### config.mk
export PLATFORM = sky130hd
export DESIGN_NAME = nanov_digit_alu
export DESIGN_NICKNAME = d
export VERILOG_FILES = /design/src/rtl/nanov_digit_alu.sv
export SDC_FILE = /design/constraint.sdc
export NUM_CORES = 1
export LEC_CHECK = 0
export BUFFER_PORTS_ARGS = -buffer_cell sky130_fd_sc_hd__buf_2
export CORE_MARGIN = 3
export CORE_UTILIZATION = 40
export CTS_CLUSTER_DIAMETER = 100
export DETAILED_ROUTE_END_ITERATION = 8
export GPL_ROUTABILITY_DRIVEN = 0
export HOLD_SLACK_MARGIN = 0.02
export PLACE_DENSITY = 0.66
export RECOVER_POWER = 25
export SYNTH_ARGS = -nofsm -noshare
export SYNTH_HDL_FRONTEND = slang
export SYNTH_SLANG_ARGS = --single-unit
### constraint.sdc
create_clock -name clk -period 3.1 [get_ports clk]
set_clock_uncertainty 0.05 [all_clocks]
set_input_delay 0.155 -clock clk [delete_from_list [all_inputs] [get_ports clk]]
set_output_delay 0.155 -clock clk [all_outputs]
set_load 0.1 [all_outputs]
### src/rtl/nanov_digit_alu.sv
// Digit-serial RV32I ALU / branch-compare unit.
// Operands are latched on accept and consumed DIGIT bits per cycle, LSD first.
// Shift results are formed when the operands are accepted and then streamed out
// through the same digit pipe. Compare flags come from a dedicated a-b path.
module nanov_digit_alu #(
    parameter  int XLEN  = 32,
    parameter  int DIGIT = 4,
    localparam int N     = XLEN / DIGIT,
    localparam int SHW   = $clog2(XLEN),
    localparam int CW    = (N > 1) ? $clog2(N) : 1
) (
    input  logic             clk,
    input  logic             rstn,
    input  logic             start,
    input  logic             flush,
    input  logic [3:0]       op,
    input  logic [XLEN-1:0]  a,
    input  logic [XLEN-1:0]  b,
    output logic             busy,
    output logic             digit_valid,
    output logic [CW-1:0]    digit_idx,
    output logic [DIGIT-1:0] result_digit,
    output logic             done,
    output logic [XLEN-1:0]  result,
    output logic             eq,
    output logic             lt,
    output logic             ltu
);

    typedef enum logic [0:0] {S_IDLE, S_RUN} state_t;

    typedef enum logic [2:0] {
        F_ADD  = 3'd0,
        F_SLL  = 3'd1,
        F_SLT  = 3'd2,
        F_SLTU = 3'd3,
        F_XOR  = 3'd4,
        F_SR   = 3'd5,
        F_OR   = 3'd6,
        F_AND  = 3'd7
    } funct3_t;

    state_t          r_state, w_next_state;
    funct3_t         r_f3;
    logic            r_alt;
    logic [XLEN-1:0] r_a_sh, r_b_sh, r_s_sh, r_acc, r_result;
    logic            r_a_msb, r_b_msb;
    logic            r_carry, r_cmp_carry, r_eq_acc;
    logic            r_eq, r_lt, r_ltu;
    logic [CW-1:0]   r_idx;

    logic            w_accept;
    logic            w_last;

    // Accept-side decode and shifter.
    funct3_t                w_in_f3;
    logic                   w_in_inv;
    logic [SHW-1:0]         w_s;
    logic signed [XLEN-1:0] w_sra;
    logic [XLEN-1:0]        w_shift_in;

    assign w_in_f3  = funct3_t'(op[2:0]);
    assign w_in_inv = ((w_in_f3 == F_ADD) && op[3]) || (w_in_f3 == F_SLT) || (w_in_f3 == F_SLTU);
    assign w_s      = b[SHW-1:0];
    // Kept as its own signed net so the arithmetic shift is not demoted to logical in a mixed mux.
    assign w_sra    = $signed(a) >>> w_s;

    // Select the full shifted operand for shift ops; other ops leave it unused.
    always_comb begin
        // NOTE: every combinational output gets a default first so no path leaves it unassigned (no latch).
        w_shift_in = '0;
        case (w_in_f3)
            F_SLL:   w_shift_in = a << w_s;
            F_SR:    w_shift_in = op[3] ? w_sra : (a >> w_s);
            default: w_shift_in = '0;
        endcase
    end

    // Per-digit arithmetic: op adder and the independent compare subtractor.
    logic [DIGIT-1:0] w_a_d, w_b_d, w_nb_d, w_b_op, w_sum, w_cmp_d, w_digit;
    logic [DIGIT:0]   w_sum_full, w_cmp_full;
    logic             w_inv, w_sum_co, w_cmp_co;
    logic             w_eq_fin, w_lt_fin, w_ltu_fin;
    logic [XLEN-1:0]  w_assembled, w_final;

    assign w_a_d      = r_a_sh[DIGIT-1:0];
    assign w_b_d      = r_b_sh[DIGIT-1:0];
    assign w_nb_d     = ~w_b_d;
    assign w_inv      = ((r_f3 == F_ADD) && r_alt) || (r_f3 == F_SLT) || (r_f3 == F_SLTU);
    assign w_b_op     = w_inv ? w_nb_d : w_b_d;
    assign w_sum_full = (DIGIT+1)'(w_a_d) + (DIGIT+1)'(w_b_op) + (DIGIT+1)'(r_carry);
    assign w_sum      = w_sum_full[DIGIT-1:0];
    assign w_sum_co   = w_sum_full[DIGIT];
    assign w_cmp_full = (DIGIT+1)'(w_a_d) + (DIGIT+1)'(w_nb_d) + (DIGIT+1)'(r_cmp_carry);
    assign w_cmp_d    = w_cmp_full[DIGIT-1:0];
    assign w_cmp_co   = w_cmp_full[DIGIT];

    // Flag values as they stand once the most significant digit is processed.
    assign w_eq_fin  = r_eq_acc & (w_cmp_d == '0);
    assign w_ltu_fin = ~w_cmp_co;
    assign w_lt_fin  = (r_a_msb ^ r_b_msb) ? r_a_msb : w_cmp_d[DIGIT-1];

    assign w_last = (r_idx == CW'(N - 1));

    // Result digit selection by operation.
    always_comb begin
        w_digit = '0;
        case (r_f3)
            F_ADD:         w_digit = w_sum;
            F_SLL, F_SR:   w_digit = r_s_sh[DIGIT-1:0];
            F_SLT, F_SLTU: w_digit = '0;
            F_XOR:         w_digit = w_a_d ^ w_b_d;
            F_OR:          w_digit = w_a_d | w_b_d;
            F_AND:         w_digit = w_a_d & w_b_d;
            default:       w_digit = '0;
        endcase
    end

    // New digit enters at the top of the accumulator; written as a wide shift so DIGIT == XLEN needs no empty slice.
    assign w_assembled = XLEN'({w_digit, r_acc} >> DIGIT);
    assign w_final     = (r_f3 == F_SLT)  ? XLEN'(w_lt_fin)  :
                         (r_f3 == F_SLTU) ? XLEN'(w_ltu_fin) : w_assembled;

    // FSM state register.
    always_ff @(posedge clk or negedge rstn) begin
        // NOTE: clocked state uses non-blocking assignments so all flops update together at the edge.
        if (!rstn) r_state <= S_IDLE;
        else       r_state <= w_next_state;
    end

    // FSM next-state and status outputs; flush wins over both start and the final digit.
    always_comb begin
        w_next_state = r_state;
        w_accept     = 1'b0;
        busy         = 1'b0;
        digit_valid  = 1'b0;
        done         = 1'b0;
        case (r_state)
            S_IDLE: begin
                if (start && !flush) begin
                    w_accept     = 1'b1;
                    w_next_state = S_RUN;
                end
            end
            S_RUN: begin
                busy        = 1'b1;
                digit_valid = 1'b1;
                if (flush) begin
                    w_next_state = S_IDLE;
                end else if (w_last) begin
                    done         = 1'b1;
                    w_next_state = S_IDLE;
                end
            end
            default: w_next_state = S_IDLE;
        endcase
    end

    // Datapath: load on accept, advance one digit per RUN cycle, commit result and flags on done.
    always_ff @(posedge clk or negedge rstn) begin
        // NOTE: operand and carry registers are ordinary flops, so they are all cleared on reset.
        if (!rstn) begin
            r_f3        <= F_ADD;
            r_alt       <= 1'b0;
            r_a_sh      <= '0;
            r_b_sh      <= '0;
            r_s_sh      <= '0;
            r_acc       <= '0;
            r_a_msb     <= 1'b0;
            r_b_msb     <= 1'b0;
            r_carry     <= 1'b0;
            r_cmp_carry <= 1'b0;
            r_eq_acc    <= 1'b0;
            r_idx       <= '0;
            r_result    <= '0;
            r_eq        <= 1'b0;
            r_lt        <= 1'b0;
            r_ltu       <= 1'b0;
        end else if (w_accept) begin
            r_f3        <= w_in_f3;
            r_alt       <= op[3];
            r_a_sh      <= a;
            r_b_sh      <= b;
            r_s_sh      <= w_shift_in;
            r_acc       <= '0;
            r_a_msb     <= a[XLEN-1];
            r_b_msb     <= b[XLEN-1];
            r_carry     <= w_in_inv;
            r_cmp_carry <= 1'b1;
            r_eq_acc    <= 1'b1;
            r_idx       <= '0;
        end else if (r_state == S_RUN) begin
            r_a_sh      <= r_a_sh >> DIGIT;
            r_b_sh      <= r_b_sh >> DIGIT;
            r_s_sh      <= r_s_sh >> DIGIT;
            r_acc       <= w_assembled;
            r_carry     <= w_sum_co;
            r_cmp_carry <= w_cmp_co;
            r_eq_acc    <= r_eq_acc & (w_cmp_d == '0);
            r_idx       <= (w_last || flush) ? '0 : r_idx + CW'(1);
            if (done) begin
                r_result <= w_final;
                r_eq     <= w_eq_fin;
                r_lt     <= w_lt_fin;
                r_ltu    <= w_ltu_fin;
            end
        end
    end

    assign digit_idx    = r_idx;
    assign result_digit = digit_valid ? w_digit : '0;
    // Final values are forwarded during the done cycle and held in registers afterwards.
    assign result       = done ? w_final   : r_result;
    assign eq           = done ? w_eq_fin  : r_eq;
    assign lt           = done ? w_lt_fin  : r_lt;
    assign ltu          = done ? w_ltu_fin : r_ltu;

endmodule

==> reports/metrics.cfg <==
[status]
status=complete, but fails checks
violations=max-capacitance violations, max-slew violations, negative setup slack

[pwr]
combPwrFrac_pct=29.9
switchingPower_mw=2.68
power.static_leakage_nw=6.39
power_mw=7.23
switching_share_pct=37.0
p_clk_share_pct=32.0
seqPwrFrac_pct=38.1
vdd_ir_drop_max_mv=0.347
p_int_mw=4.55
power_density_mw_per_mm2=510

[final_layout]
final_util_pct=48.8
most-common-layout-cells=nand2_1 (295), dfrtp_1 (170), o21ai_0 (167)
area.growth.synth_to_final_pct=19.1
fin_nets=1605
n_fill_cell=2827
n_antenna_cell=0
drive_gt1_share_pct=20.1
final_common_cell=nand2_1
fin_area_mm2=0.0142

[logic_synthesis]
synth_compound_area_share_pct=21.7
avgSynthCellArea_um2=8.42
synth-simple-area-share_pct=16.8
seq_area_frac_synth_pct=36.2
synth_nets=1505
syn_area_mm2=0.0119
synth_top_family_by_area=compound AO/OA/AOI/OAI gates
synth_top_area_cell=dfrtp_1
synthMuxAreaShare_pct=16.7
synth-seq-cells=172
yosysWarnings=0
synthCells=1413
synth_xor_area_share_pct=0.442
synth_area_leaders=dfrtp_1 (36%), mux2i_1 (9.6%), nand2_1 (9.3%)
yosysUniqueCellTypes=78
synth.top_cell.area_share_pct=36.2
synthFlopType=dfrtp_1
synth_fa_ha_area_share_pct=2.44
ys_async_sr_fraction_pct=100
synth_edf_count=0

[timing]
clock.fmax_mhz=305
worst_slew_pin_slew_ns=2.09
drv_slew=85
fin_crit_sh_pct=106
hold_viol=0
final.setup.tns_ns=-0.665
slew_headroom_pct=-39.2
setup_slack_ns=-0.183
rsz0062_at_grt=true
fin_crit_ns=3.28
setup_violations=4

[die]
start_util_pct=41.0
core_area_mm2=0.0290
die_w_um=178
die-height_um=178
rows=62
die_area_mm2=0.0318
io_pins=117

[clocking]
cts_buffer_depth=2
cts_tree=yes
cts_root_buf=clkbuf_16
clkLatencyLatePin_ns=0.44
numClockSinks=172
path_clk_slew_ns=0.08
cts_buffers=17
cts_max_level=4

[critical_path]
worstSetupStartpointType=flop
arrival_ns=3.08
crit_fanout=3
worst_setup_path_end_kind=output pin
worstPathRequired_ns=2.89
worstSetupPathType=reg2out

[routing]
routed_wl_um=38200
drt-initial-drc-count=1620
firstDrtPassIters=7
vias=11400
drc=0
postRouteAntennaNets=0
routed_via_density=5.95
routedWlPerCell_um=20.0

[placed_design]
hpwl_um=27000
io_buffers=116
place_area_mm2=0.0131

[global_routing]
grt_pass1_wl_um=60000
grt_pass1_vias=10900
groute.usage.overall_pct=23.8
antenna_found_initial=0
gr-total-overflow=0
grt_max_degree=113

[worst_hold_path]
hp-class=in2reg

[job]
maxCapViolCount=1

## cell usage after synthesis (all sizes together), types with 9 or more instances
master and count:
nand2 296, o21ai 203, dfrtp 172, mux2i 114
nor2 82, a21oi 80, clkbuf 67, buf 51
mux2 39, inv 25, nand3 24, o211ai 22
a221oi 20, mux4 17, ha 16, o22ai 15
and3 12, a211oi 11, nor3 11, nor2b 10
nand2b 9
## metal layers
| metal | global-route usage, % | vias to the layer above | share of wire (%) |
|---|---|---|---|
| li1 | - | 5266 | - |
| met3 | 5.32 | 121 | 8.8 |
| met4 | 9.81 | 0 | 4.3 |
| met2 | 37.1 | 560 | 45 |
| met1 | 32.0 | 5413 | 42 |
| met5 | 0 | - | 0 |
## path summary, 6_finish.rpt
path                       cells past startpoint       start  slack (ns)          end
setup / recovery                              12     r_f3[0]       -0.18   result[30]
hold / removal                                 3       a[17]        0.03   r_a_sh[17]
setup reg to reg                               6     r_state        0.39   r_s_sh[31]
hold reg to reg                                2  r_b_sh[28]        0.43   r_b_sh[24]
max in group asynchronous                      3        rstn        0.29      r_state
min in group asynchronous                      2        rstn        0.81  r_result[3]
## power by group through the flow
stage                     combinational, mW  sequential [mW]  clock, mW
after CTS                              2.09             2.75       2.36
after detailed placement               1.97             2.79          0
after floorplan                        1.38             2.74          0
final                                  2.16             2.75       2.31
after global placement                 1.93             2.78          0
after global routing                   2.37             2.79       2.44
## worst max-delay path, cell delays in order (launching register included)
cell and delay, ns:
dfrtp_1 0.40, clkinv_2 0.06, a21oi_2 0.04, or2_4 0.25
xnor2_2 0.14, fa_2 0.36, fa_2 0.36, nor2b_4 0.13
nor4_1 0.22, a21oi_1 0.09, o21ai_2 0.22, mux2_4 0.20
buf_12 0.16
## sequential cells by signal, summed over array words and instances (netlist names), 3 cells and up
| register | cells |
|---|---|
| r_f3 | 3 |
| r_a_sh | 32 |
| r_result | 32 |
| r_b_sh | 32 |
| r_acc | 28 |
| digit_idx | 3 |
| r_s_sh | 32 |
## metrics by stage
stage / worst slack (ns) / cells / hold slack [ns]
6_report: -0.183 / 1910 / 0.0273
5_1_grt: -0.305 / 1910 / 0.0423
4_1_cts: -0.226 / 1905 / 0.0245
3_5_place_dp: -0.0707 / 1837 / 0.221
3_3_place_gp: 0.00218 / 1837 / 0.222
2_1_floorplan: -0.490 / 1413 / -0.191
## cell type report
type                       count  area (µm²)  share of cell area, %
clock inverter                15         208                   1.47
tap                          384         480                   3.39
timing repair buffer         199        1500                   10.6
inverter                      26        98.8                  0.698
multi-input combinational   1097        7150                   50.5
sequential                   172        4310                   30.4
clock buffer                  17         425                   3.00
## cells by family after synthesis
| family | after synthesis |
|---|---|
| multiplexers | 170 |
| XOR/XNOR | 6 |
| adder cells (fa/ha/maj) | 21 |
| flip-flops | 172 |
| AND/OR/NAND/NOR | 473 |
| buffers and inverters | 144 |
| AO/OA/AOI/OAI | 427 |
## repair_timing
item / CTS / global route
resized for setup: 15 / 7
hold endpoints to repair: 116 / 0
setup endpoints to repair: 7 / 9
pin swaps: 9 / 6
buffers inserted: 1 / 5
hold buffers: 35 / 0
No activity file was read; power rests on OpenSTA's default activity.
